File: src/rtl/rr_mux_arbiter.sv
// Round-robin arbiter with a one-hot AND-OR data mux and a registered
// valid/ready output stage that shares one sink among N requesters.
module rr_mux_arbiter #(
    parameter int unsigned N  = 4,
    parameter int unsigned DW = 2
) (
    input  logic                    clk,
    input  logic                    rst,
    input  logic [N-1:0]            req_valid,
    input  logic [N*DW-1:0]         req_data,
    output logic [N-1:0]            req_ready,
    output logic                    out_valid,
    output logic [DW-1:0]           out_data,
    input  logic                    out_ready,
    output logic [$clog2(N)-1:0]    grant_id
);

    localparam int unsigned IW = $clog2(N);

    localparam logic [0:0] S_EMPTY = 1'b0;
    localparam logic [0:0] S_FULL  = 1'b1;

    logic [0:0]    state_q, state_d;
    logic [IW-1:0] ptr_q, ptr_d;
    logic [IW-1:0] gid_q, gid_d;
    logic [DW-1:0] data_q, data_d;

    logic          arb_en_c;
    logic          found_c;
    logic [IW:0]   idx_c;
    logic [IW-1:0] win_c;
    logic [N-1:0]  grant_c;
    logic [DW-1:0] mux_c;

    // First valid requester scanning ptr, ptr+1, ... modulo N
    always_comb begin
        found_c = 1'b0;
        win_c   = '0;
        idx_c   = '0;
        for (int unsigned k = 0; k < N; k++) begin
            idx_c = {1'b0, ptr_q} + (IW+1)'(k);
            if (idx_c >= (IW+1)'(N)) begin
                idx_c = idx_c - (IW+1)'(N);
            end
            if (!found_c && req_valid[idx_c[IW-1:0]]) begin
                found_c = 1'b1;
                win_c   = idx_c[IW-1:0];
            end
        end
    end

    // Arbitration is open when the output slot is empty or draining this cycle
    assign arb_en_c = !rst && ((state_q == S_EMPTY) || out_ready);

    always_comb begin
        grant_c = '0;
        if (arb_en_c && found_c) begin
            grant_c[win_c] = 1'b1;
        end
    end

    assign req_ready = grant_c;

    always_comb begin
        mux_c = '0;
        for (int unsigned i = 0; i < N; i++) begin
            mux_c = mux_c | (req_data[i*DW +: DW] & {DW{grant_c[i]}});
        end
    end

    // Next-state: load on grant, drop to EMPTY when the sink drains with no winner
    always_comb begin
        state_d = state_q;
        ptr_d   = ptr_q;
        gid_d   = gid_q;
        data_d  = data_q;
        case (state_q)
            S_EMPTY: begin
                if (|grant_c) begin
                    state_d = S_FULL;
                    data_d  = mux_c;
                    gid_d   = win_c;
                    ptr_d   = (win_c == IW'(N-1)) ? '0 : win_c + IW'(1);
                end
            end
            S_FULL: begin
                if (out_ready && !rst) begin
                    if (|grant_c) begin
                        data_d = mux_c;
                        gid_d  = win_c;
                        ptr_d  = (win_c == IW'(N-1)) ? '0 : win_c + IW'(1);
                    end else begin
                        state_d = S_EMPTY;
                    end
                end
            end
        endcase
    end

    always_ff @(posedge clk) begin
        if (rst) begin
            state_q <= S_EMPTY;
            ptr_q   <= '0;
            gid_q   <= '0;
            data_q  <= '0;
        end else begin
            state_q <= state_d;
            ptr_q   <= ptr_d;
            gid_q   <= gid_d;
            data_q  <= data_d;
        end
    end

    assign out_valid = (state_q == S_FULL);
    assign out_data  = data_q;
    assign grant_id  = gid_q;

endmodule

File: config.mk
export PLATFORM = sky130hd
export DESIGN_NAME = rr_mux_arbiter
export DESIGN_NICKNAME = d
export VERILOG_FILES = /design/src/rtl/rr_mux_arbiter.sv
export SDC_FILE = /design/constraint.sdc
export NUM_CORES = 1
export LEC_CHECK = 0
export ABC_CLOCK_PERIOD_IN_PS = 3000
export BUFFER_PORTS_ARGS = -buffer_cell sky130_fd_sc_hd__buf_2
export CORE_AREA = 2 2 39 41
export CTS_CLUSTER_DIAMETER = 150
export CTS_CLUSTER_SIZE = 24
export DETAILED_ROUTE_END_ITERATION = 8
export DIE_AREA = 0 0 41 43
export PLACE_DENSITY = 0.68
export SYNTH_ARGS = -nofsm -noshare
export SYNTH_HDL_FRONTEND = slang
export SYNTH_SLANG_ARGS = --single-unit
File: constraint.sdc
create_clock -name clk -period 3 [get_ports clk]
set_input_delay 0.45 -clock clk [delete_from_list [all_inputs] [get_ports clk]]
set_output_delay 0.45 -clock clk [all_outputs]
set_load 0.01 [all_outputs]
---- Yosys cells after proc, flatten, opt, wreduce, memory -nomap -nowiden ----
Index checks and enable logic that the tools add are counted.
word-level totals
  bits in writable memories ............... 0
  ROM bits ................................ 0
  flip-flop bits (word level) ............. 7
  input bits .............................. 15
  memories ................................ 0
  latch bits .............................. 0
  output and inout port bits .............. 9
  logic and storage cells ................. 81
cells by class
  bitwise operators ....................... 8
  shifts and indexed selects .............. 0
  multiplexer cells ....................... 36
  $lt $le $gt $ge ......................... 10
  add/subtract/negate cells ............... 8
  divide/modulo/power cells ............... 0
  multiply operators ...................... 0
  equal/unequal tests ..................... 2
  reduce and logical (&&, ||, !) cells .... 13
operator list
  kind                                                         count
  two-way mux 2 bit                                            15
  less-than comparator 2 x 3 -> 1 bit (second input constant)  5
  case mux 2 bit (2 select lines)                              3
  two-way mux 1 bit                                            11
  >= comparator 3 bit (second input constant)                  3
  bitwise AND 2 bit                                            4
  binary-select mux 1 bit (select 2 bit)                       4
  subtractor 2 x 1 -> 2 bit (second input constant)            4
  logical AND 1 bit                                            7
  adder 2 x 2 -> 3 bit (second input constant)                 2
  bitwise OR 2 bit                                             3
  zero test 1 bit                                              4
  two-way mux 4 bit                                            1
  OR reduction 4 bit                                           1
  adder 2 x 1 -> 3 bit (second input constant)                 1
  >= comparator 2 x 3 -> 1 bit (second input constant)         1
  adder 2 x 1 -> 2 bit (second input constant)                 1
  demux 1 bit (select 2 bit)                                   1
  equality test 2 bit (second input constant)                  1
  >= comparator 2 x 1 -> 1 bit (second input constant)         1
  inequality test 2 x 1 -> 1 bit (second input constant)       1
  case mux 1 bit (2 select lines)                              1
  logical OR 1 bit                                             1
  NOT 1 bit                                                    1

---- Longest topological paths before layout ----
  depth in word-level cells ............... 26
  gate-level depth with buffers ........... 10
  gate-level depth less buffers ........... 9

---- Worst setup path before layout ----
OpenSTA, ideal clock, no wires.
  path type ............................... register to register
  start point ............................. register ptr_q[1]
  end point ............................... register ptr_q[1]
  clock period less this slack ............ 2.401 ns
  setup slack ............................. 0.599 ns
  cell stages (with the launch flop) ...... 11
  arrival ................................. 2.287 ns
  cell sequence ........................... dfxtp_1 > clkbuf_1 > mux2i_1 > nor2_1 > nor3_1 > inv_1 > ha_1 > or4_4 > and4_4 > mux2i_1 > nor2_1
on the way
  longest elaborated chain between the ends .. 23
  elaborated cells between the ends (all ways) .. 51
  classes of those cells .................. add/sub (8); order compare (6); eq/ne (1); mux (27); reduce/logical (9)
RTL lines
  item                                                                                                              RTL line  RTL
  start, declared                                                                                                   24        logic [IW-1:0] ptr_q, ptr_d;
  start signal, assigned                                                                                            108       ptr_q <= ptr_d;
  parallel branches: the longest is 13 deep, another holds adder 2 x 1 -> 3 bit                                     n/a
  two-way mux 2 bit (*)                                                                                             45        if (!found_c && req_valid[idx_c[IW-1:0]]) begin
  via win_c[0]                                                                                                      31        logic [IW-1:0] win_c;
  less-than comparator 2 x 3 -> 1 bit (implied by the code) / >= comparator 2 x 1 -> 1 bit (equally long branches)  58        grant_c[win_c] = 1'b1;
  logical AND 1 bit (implied by the code)                                                                           58
  two-way mux 1 bit (implied by the code)                                                                           58
  demux 1 bit (select 2 bit)                                                                                        58
  two-way mux 4 bit                                                                                                 57        if (arb_en_c && found_c) begin
  OR reduction 4 bit                                                                                                79, 88
  two-way mux 2 bit (*)                                                                                             79, 88
  two-way mux 2 bit                                                                                                 87        if (out_ready && !rst) begin
  case mux 2 bit (2 select lines) (*)                                                                               77        case (state_q)
Mark *: on every way through the listed nets, which the timed path passes. The select of a mux whose other input is x is not followed.
A chain may end at the register's enable or synchronous reset.

---- Final worst setup path ----
  start point ............................. register ptr_q[1]
  end point ............................... register gid_q[0] (netlist: grant_id[0])
on the way
  longest elaborated chain between the ends .. 23
  elaborated cells between the ends (all ways) .. 48
  classes of those cells .................. add/sub (7); order compare (6); mux (26); reduce/logical (9)
RTL lines
  item                                                                                                              RTL line  RTL
  parallel branches: the longest is 13 deep, another holds adder 2 x 1 -> 3 bit                                     n/a
  two-way mux 2 bit (*)                                                                                             45
  via win_c[0]                                                                                                      31
  less-than comparator 2 x 3 -> 1 bit (implied by the code) / >= comparator 2 x 1 -> 1 bit (equally long branches)  58
  logical AND 1 bit (implied by the code)                                                                           58
  two-way mux 1 bit (implied by the code)                                                                           58
  demux 1 bit (select 2 bit)                                                                                        58
  two-way mux 4 bit                                                                                                 57
  OR reduction 4 bit                                                                                                79, 88
  two-way mux 2 bit (*)                                                                                             79, 88
  two-way mux 2 bit                                                                                                 87
  case mux 2 bit (2 select lines) (*)                                                                               77
  end signal, assigned                                                                                              109       gid_q <= gid_d;
  end, declared                                                                                                     25        logic [IW-1:0] gid_q, gid_d;
Marks and branches as above.

==> impl_metrics.csv <==
group,metric,value,unit
outcome,status,"finished clean",
synth,yosys.area_share.simple,31.9,%
place,io_buffers,23,
global_route,antenna_found_initial,0,
synth,muxShareOfSynthArea,3.92,%
detailed_routing,drc,0,
power,vdd_ir_drop_max,0.000283,V
worst_setup_path,crit_arrival,2.67,ns
min_path,hold_class,"in -> reg",
place,dp_hpwl,912,um
floorplan,fp.dieW,41,um
timing,min_period,2.53,ns
layout,fillers,147,
floorplan,io-pin-count,24,
worst_setup_path,reg2reg_slack,0.47,ns
global_route,grt_max_degree,8,
detailed_routing,vias,516,
clock_network,clk_latency,0.25,ns
global_route,grt_pass1_wl,1660,um
timing,layout_setup_ws,0.472,ns
worst_setup_path,crit_type,"reg -> reg",
floorplan,num_rows,14,
detailed_routing,via_per_inst,5.27,
power,power.density,519,nW/um^2
clock_network,cts-htree-levels,1,
clock_network,cts-resized-gates,0,
synth,ys_ff_latch,7,
layout,final_nets,102,
detailed_routing,wl_per_cell,11.3,um
clock_network,clock_sink_count,7,
worst_setup_path,end_kind,"flop",
synth,synth_cells,56,
worst_setup_path,crit_path_start,"ptr_q[1]",
worst_setup_path,timing.critical_path.required,3.14,ns
detailed_routing,drt_iter0_drc,12,
layout,drive_above_1_share,47.6,%
timing,setup_viol,0,
synth,synth_xor_area_share,0,%
layout,final_cells,98,
clock_network,cts_made_buffers,3,
clock_network,max-clock-path-buffers,2,
detailed_routing,ant_nets,0,
detailed_routing,totalWireLength,1110,um
timing,tns,0,ns
synth,synth_top_family_by_area,"simple AND/OR/NAND/NOR gates",
clock_network,holdBufCountCts,0,
timing,slew_viol_final,0,
detailed_routing,drt-pass1-iter-count,4,
worst_setup_path,r2r_cells,9,
place,place_inst,94,
global_route,grt_usage,14.2,%
global_route,grt_pass1_vias,427,
timing,fmax,0.396,GHz
synth,ys_types,24,
floorplan,design.core.area,1380,sq um
synth,ys_seq_area_share,27.5,%
job,drv_cap,0,
layout,diodes,0,
floorplan,start_util,36.9,%
timing,worst_slew_margin_rel,75.5,%
clock_network,root_buffer,"clkbuf_4",
power,p_leak,0.322,nW
synth,synth.net_count,75,
global_route,grt-ovfl-total,0,
worst_setup_path,crit_end,"grant_id[0]",
place,gp_congestion,0.704,
place,dp_slack,0.395,ns
worst_setup_path,cp_max_fo,7,
clock_network,cts_tree,"built",
layout,syn2layout_area_growth,30.9,%
timing,skew,0.00208,ns
clock_network,clkSlewWorstSetupHoldPaths,0.05,ns
floorplan,die_height,43,um
worst_setup_path,reg2reg_to,"grant_id[0]",
timing,rsz0062_at_grt,"false",
timing,timing_hold_violations_final,0,
worst_setup_path,timing.rr.start,"ptr_q[1]",
power,finalPower,346,uW
synth,synth_fa_ha_area_share,9.80,%
clock_network,cts_setup_buffers,0,
timing,tightest_slew,0.365,ns
worst_setup_path,critPathLaunchType,"flop",
synth,synth_area_per_cell,9.12,sq um
synth,synth_warnings,0,
synth,synth_area,510,sq um
synth,synth_compound_area_share,23.3,%
timing,fin_crit_sh,84.3,%
floorplan,fp.dieArea,1760,sq um
-- metrics by stage --
| stage | hold slack, ns | utilization (%) | instance area [sq um] |
|---|---|---|---|
| 2_1_floorplan | 0.474 | - | 510 |
| 3_3_place_gp | 0.441 | 46.4 | 642 |
| 3_5_place_dp | 0.455 | 46.4 | 642 |
| 4_1_cts | 0.439 | 48.3 | 668 |
| 5_1_grt | 0.468 | 48.3 | 668 |
| 6_report | 0.456 | 48.3 | 668 |
-- placed cells by master, fill, tap and decap left out, drive strengths merged, types with 2 or more instances in the layout --
cell type / n
a21oi: 5
mux2i: 2
ha: 4
nor2: 5
buf: 23
and2: 4
inv: 4
a22oi: 6
dfxtp: 7
clkbuf: 4
nand2: 4
or4: 2
-- report_power, final --
part	switching [mW]	internal, mW
Sequential	0.00956	0.107
Combinational	0.0759	0.0701
Clock	0.0327	0.0506
-- state kept, by name, indices dropped and copies added, names as in the netlist --
signal and flops:
out_valid 1, grant_id 2, ptr_q 2, out_data 2
-- Yosys cell counts --
master | number | area share [%]
dfxtp_1 | 7 | 27
a22oi_2 | 1 | 2.5
inv_1 | 4 | 2.9
and4_4 | 1 | 2.2
and2_2 | 4 | 5.9
a31o_1 | 1 | 1.7
a22oi_1 | 5 | 7.4
nand4_4 | 1 | 4.2
mux2i_1 | 2 | 3.9
o221ai_1 | 1 | 1.7
o22ai_1 | 1 | 1.2
a21oi_1 | 5 | 4.9
nand2b_1 | 1 | 1.2
nor4_2 | 1 | 2.5
or2b_2 | 1 | 1.7
and3_4 | 1 | 2.2
ha_1 | 4 | 9.8
a211oi_2 | 1 | 2.5
o21a_1 | 1 | 1.5
nand2_1 | 4 | 2.9
nor3_1 | 1 | 0.98
or4_4 | 2 | 4.4
clkbuf_1 | 1 | 0.73
nor2_1 | 5 | 3.7
-- final cells by class --
type / count / area [sq um] / share of cell area (%)
well taps: 16 / 20.0 / 3.00
flip-flops and latches: 7 / 140 / 21.0
inverters: 4 / 15.0 / 2.25
multi-input cells: 44 / 352 / 52.6
clock buffers: 4 / 26.3 / 3.93
repair buffers: 23 / 115 / 17.2
-- metal layers --
| layer | up-vias | wire [um] | share of wire [%] | GRT usage (%) |
|---|---|---|---|---|
| met5 | - | 0 | 0 | 0 |
| met4 | 0 | 0 | 0 | 10.0 |
| met3 | 0 | 98 | 8.8 | 1.57 |
| met2 | 23 | 544 | 49 | 21.3 |
| met1 | 232 | 466 | 42 | 17.8 |
| li1 | 261 | - | - | - |
-- worst min path at each step --
stage,startpoint,end,slack [ns],depth (start not counted)
floorplan,grant_id[1],grant_id[1],0.47,2
global placement,grant_id[1],grant_id[1],0.44,2
detailed placement,grant_id[1],grant_id[1],0.46,2
CTS,rst,ptr_q[0],0.44,2
global route,rst,ptr_q[0],0.47,2
finish,rst,ptr_q[0],0.46,2
-- worst max-delay path, stage by stage (launching register included) --
cell	delay, ns
dfxtp_1	0.43
mux2i_1	0.21
nor2_1	0.08
nor3_1	0.34
inv_1	0.11
ha_1	0.26
or4_4	0.56
nand4_4	0.18
nor4_2	0.08
a31o_1	0.18
-- logic make-up after synthesis --
kind of cell / Yosys count
AND/OR/NAND/NOR: 22
multiplexers: 2
buffers and inverters: 5
adder cells (fa/ha/maj): 4
flip-flops: 7
AO/OA/AOI/OAI: 16
Power figures use the tool's default switching activity.
